$ cat src/rtl/sobel_x_row_scheduler.sv
// Row-read scheduler for a 3x3 Sobel-X PE column: streams frame rows out of the
// line memory and flags PE outputs whose 3-row window lies entirely inside the frame.
module sobel_x_row_scheduler #(
    parameter int ROW_AW = 10,
    parameter int H_W    = 10
) (
    input  logic              clk,
    input  logic              rst_n,
    input  logic              start,
    input  logic              abort,
    input  logic [ROW_AW-1:0] cfg_base,
    input  logic [H_W-1:0]    cfg_height,
    output logic              busy,
    output logic              done,
    output logic              err,
    output logic              mem_rd_en,
    output logic [ROW_AW-1:0] mem_rd_addr,
    output logic              out_valid,
    output logic [H_W-1:0]    out_row,
    output logic              out_last
);

    localparam int STAGES = 3;

    typedef enum logic [1:0] {IDLE, FEED, DRAIN, DONE} state_t;

    state_t                        state;
    logic [H_W-1:0]                height_q;
    logic [H_W-1:0]                rd_row;
    logic [1:0]                    drain_cnt;
    logic [STAGES-1:0]             vld_pipe;
    logic [STAGES-1:0]             last_pipe;
    logic [STAGES-1:0][H_W-1:0]    row_pipe;

    assign busy      = (state != IDLE);
    assign out_valid = vld_pipe[STAGES-1];
    assign out_last  = last_pipe[STAGES-1];
    assign out_row   = row_pipe[STAGES-1];

    always_ff @(posedge clk or negedge rst_n) begin
        if (!rst_n) begin
            state       <= IDLE;
            height_q    <= '0;
            rd_row      <= '0;
            drain_cnt   <= '0;
            done        <= 1'b0;
            err         <= 1'b0;
            mem_rd_en   <= 1'b0;
            mem_rd_addr <= '0;
        end else begin
            done <= 1'b0;
            err  <= 1'b0;
            if (abort) begin
                state     <= IDLE;
                mem_rd_en <= 1'b0;
            end else begin
                case (state)
                    IDLE: begin
                        if (start) begin
                            if (cfg_height >= H_W'(3)) begin
                                state       <= FEED;
                                height_q    <= cfg_height;
                                rd_row      <= '0;
                                mem_rd_en   <= 1'b1;
                                mem_rd_addr <= cfg_base;
                            end else begin
                                err <= 1'b1;
                            end
                        end
                    end
                    FEED: begin
                        // The read presented this cycle is for rd_row; stop after row H-1.
                        if (rd_row == height_q - H_W'(1)) begin
                            state     <= DRAIN;
                            mem_rd_en <= 1'b0;
                            drain_cnt <= '0;
                        end else begin
                            rd_row      <= rd_row + H_W'(1);
                            mem_rd_addr <= mem_rd_addr + ROW_AW'(1);
                        end
                    end
                    DRAIN: begin
                        drain_cnt <= drain_cnt + 2'd1;
                        if (drain_cnt == 2'd2) begin
                            state <= DONE;
                            done  <= 1'b1;
                        end
                    end
                    default: state <= IDLE;
                endcase
            end
        end
    end

    // Delay line matches memory latency + vertical add + horizontal subtract.
    // A read of row r completes the window centred on r-1, valid only for r >= 2.
    always_ff @(posedge clk or negedge rst_n) begin
        if (!rst_n) begin
            vld_pipe  <= '0;
            last_pipe <= '0;
            row_pipe  <= '0;
        end else if (abort) begin
            vld_pipe  <= '0;
            last_pipe <= '0;
            row_pipe  <= '0;
        end else begin
            vld_pipe[0]  <= mem_rd_en && (rd_row >= H_W'(2));
            last_pipe[0] <= mem_rd_en && (rd_row == height_q - H_W'(1));
            row_pipe[0]  <= rd_row - H_W'(1);
            for (int i = 1; i < STAGES; i++) begin
                vld_pipe[i]  <= vld_pipe[i-1];
                last_pipe[i] <= last_pipe[i-1];
                row_pipe[i]  <= row_pipe[i-1];
            end
        end
    end

endmodule

$ cat config.mk
export PLATFORM = sky130hd
export DESIGN_NAME = sobel_x_row_scheduler
export DESIGN_NICKNAME = d
export VERILOG_FILES = /design/src/rtl/sobel_x_row_scheduler.sv
export SDC_FILE = /design/constraint.sdc
export NUM_CORES = 1
export LEC_CHECK = 0
export BUFFER_PORTS_ARGS = -buffer_cell sky130_fd_sc_hd__buf_2
export CAP_MARGIN = 10
export CORE_UTILIZATION = 52
export DETAILED_ROUTE_END_ITERATION = 12
export GPL_TIMING_DRIVEN = 0
export HOLD_SLACK_MARGIN = 0.05
export PLACE_DENSITY = 0.76
export SYNTH_ARGS = -nofsm -noshare
export SYNTH_HDL_FRONTEND = slang
export SYNTH_SLANG_ARGS = --single-unit
export TNS_END_PERCENT = 50
$ cat constraint.sdc
create_clock -name clk -period 2.4 [get_ports clk]
set_clock_uncertainty 0.15 [all_clocks]
set_input_delay 0.6 -clock clk [delete_from_list [all_inputs] [get_ports clk]]
set_output_delay 0.6 -clock clk [all_outputs]
set_load 0.03 [all_outputs]
==> implementation parameters <==
Parameter                              Value

Place
  Number of I/O port buffers    49
  Post-placement cell count    523
  Gp weighted congestion    0.882
  Final HPWL from detailed placement    5.82 mm

Die
  Core Region    6870 um2
  I/O pins    50
  Starting utilization of the core area    54.7%
  Die boundary width    87.0 um
  Die footprint    7570 um2
  Std cell rows    30
  Chip height    87.0 um

GRT
  Wire length of the first global-routing pass    14.8 mm
  Met2 track utilization from global routing    43.8%
  Antenna violations before repair    0
  Most Crowded Layer GR    met2
  Global routing met1 resource utilization    31.1%
  Met3 track utilization from global routing    6.35%
  Global Route Usage Sum    25.8%
  Vias in the first global route    3154
  Largest net degree at the start of global routing    74
  Global route total overflow    0

Synth
  Register area share after synthesis    48.6%
  Cell type contributing the most total cell area after synthesis    dfrtp_1
  Post-synth design cell area    3760 um2
  Top cells by area, synth    dfrtp_1, nor2b_1, xnor2_1
  Post-synthesis net count    411
  Number of enable flip-flop cells after synthesis    0
  Area share of the largest cell type after synthesis    48.6%
  Synthesized area per cell    9.94 um2
  Count of warnings emitted by yosys    0
  Number of instances in the synthesized netlist    378
  Count of unique library cells instantiated by Yosys    56
  Most frequently used flop master after synthesis    dfrtp_1
  Synth Register Bits    73
  Proportion of register bits with asynchronous set or reset after synthesis    100%

Final layout
  Highest-count cells in the layout ignoring fill and taps    dfrtp_1, buf_2, buf_4
  Share of layout cells above drive strength 1    36.9%
  Fill count    500
  N_diodes    0
  Final nets    497
  Most frequent standard cell in the layout excluding fill and tap cells    dfrtp_1
  Synthesis-to-finish area growth    30.0%
  Non-filler cells in the finished layout    565

Setup path
  Launching instance or port of the critical path    height_q[4]$_DFFE_PN0P_
  Type of element capturing the critical path    register
  Crit Path Category    register to register
  Highest fanout seen on the critical path    4
  Endpoint arrival time on the critical path    2.77 ns
  Worst flop-to-flop path startpoint    height_q[4]$_DFFE_PN0P_
  CP Data Required Time    2.49 ns
  Sort of element at the start of the critical path    register

Timing
  Final-report setup violation count    25
  Period Utilization, post-route    112%
  Final period demand of the worst path    2.68 ns
  Least setup slack across all paths after layout    -0.279 ns
  FMAX    373 MHz
  Final Max Slew Viols    0
  Worst slew margin relative to its limit    39.3%
  Total count of hold-check failures in the final report    0
  RSZ-0062 raised after global routing    yes
  Final TNS setup    -3.62 ns
  Actual slew at the worst max-slew pin    0.911 ns

Clock tree
  Hold-fix buffers at CTS    0
  Clock transition at the register clock pins on the worst setup and hold paths after CTS    0.08 ns
  Source-to-sink clock delay at the later pin of the worst-skew pair    0.36 ns
  Worst-case clock buffer depth    2
  CTS HTree Levels    3
  Num CTS Buffers    9
  Clk sinks    73
  CTS tree    built
  Buffer cell driving the clock tree root    clkbuf_8

Routing
  Pre-Repair DR Iteration Count    5
  First-iteration detailed-routing DRC count    152
  Vias per cell    5.75
  Number of nets with antenna violations after detailed routing    0
  Vias post-DR    3246
  DRC violations left    0
  Aggregate routed wire length    9.50 mm
  Average wire length per cell after detail routing    16.8 um

Pwr
  Sequential cell fraction of total power    33.3%
  Net switching component of the power    2.18 mW
  Maximum vdd ir drop    0.000812 V
  Cell Pwr Density    1120 nW/um2
  Internal Power    3.29 mW
  Power, Total    5.47 mW
  Share of total power consumed by net switching    39.8%
  Gate power share    45.0%
  Lkg Pwr    2.24 nW
  Part of the power in the clock network    21.7%

Hold path
  Worst hold path class    primary input to asynchronous set/reset pin

Run status
  Outcome    complete, but fails checks
  Violated checks    negative setup slack

Run
  Max-cap violations    0
critical path, cell delays in order (launching register included):
cell and delay [ns]:
dfrtp_2 0.46, nor4_4 0.35, nand2_2 0.13, xnor2_2 0.18, nor4_4 0.27, buf_4 0.18
nand2_4 0.06, a222oi_1 0.29, buf_4 0.20, mux2_4 0.29
per-layer routing:
layer	wire length [um]	vias up
li1	-	1491
met1	3780	1582
met2	4860	144
met3	580	29
met4	281	0
met5	0	-
through the flow:
stage	instance area, um2	setup slack [ns]	utilization, %	hold slack [ns]
after detailed placement	4160	-0.476	60.5	0.298
after global placement	4150	-0.459	60.5	0.290
after CTS	4670	-0.167	68.0	0.263
after global routing	4880	-0.380	71.1	0.311
final	4880	-0.279	71.1	0.221
after floorplan	3790	-0.113	-	0.154
cell families after synthesis:
family / Yosys count / synth area share [%]
mux: 12 / 3.50
compound gates: 74 / 13.8
fa+ha+maj: 9 / 3.00
simple gates: 140 / 20.2
flops: 73 / 48.6
xor+xnor: 20 / 4.66
buf+inv: 50 / 6.26
power groups by stage:
stage          Sequential [mW]  Combinational (mW)  Clock, mW
6_report                  1.82                2.46       1.19
5_1_grt                   1.85                2.65       1.24
4_1_cts                   1.79                2.21       1.19
3_5_place_dp              1.83                1.90          0
3_3_place_gp              1.81                1.84          0
2_1_floorplan             1.95                1.27          0
registers in the layout, summed over array words and instances (netlist names):
signal / flops
done: 1
mem_rd_en: 1
rd_row: 10
drain_cnt: 2
state: 2
mem_rd_addr: 10
err: 1
last_pipe: 3
vld_pipe: 3
out_row: 10
row_pipe: 20
height_q: 10
timing repair:
item / 4_1_cts / 5_1_grt
gates cloned: 2 / 0
pin swaps: 10 / 30
buffers inserted: 17 / 8
setup endpoints to repair: 28 / 27
gates resized for setup: 34 / 36
area by class of cell:
class / instances / area (um2) / share of cell area, %
inverters: 14 / 52.6 / 1.08
clock inverters: 6 / 115 / 2.36
plain buffers: 35 / 219 / 4.48
well taps: 96 / 120 / 2.46
multi-input cells: 255 / 1960 / 40.2
flip-flops and latches: 73 / 1830 / 37.5
clock buffers: 10 / 128 / 2.61
repair buffers: 76 / 455 / 9.32
final timing paths:
check	endpoint	slack, ns	depth (start not counted)
setup reg to reg	state[0]$_DFFE_PN0P_	-0.28	9
setup / recovery	state[0]$_DFFE_PN0P_	-0.28	9
min in group clk	out_row[5]$_DFF_PN0_	0.31	1
max in group asynchronous	height_q[2]$_DFFE_PN0P_	1.25	1
hold reg to reg	out_row[5]$_DFF_PN0_	0.31	1
hold / removal	out_row[5]$_DFF_PN0_	0.22	1
cells in the mapped netlist, types with 3 or more instances:
cell type	n
mux2i_1	3
dfrtp_1	73
buf_2	8
ha_1	9
nor2_1	29
a311oi_1	3
xor2_1	6
a31oi_1	5
a21o_1	3
nand2_1	20
clkbuf_1	17
and3_1	3
nand3_1	10
nor4_1	5
a21oi_1	16
xnor2_1	14
inv_1	14
nand4_1	10
a211oi_1	5
a211o_1	4
mux2_2	8
nor3_1	12
o21ai_0	10
o31ai_1	4
nor2b_1	26
or3_1	5
buf_4	10
nand2b_1	7
Power figures use the tool's default switching activity.
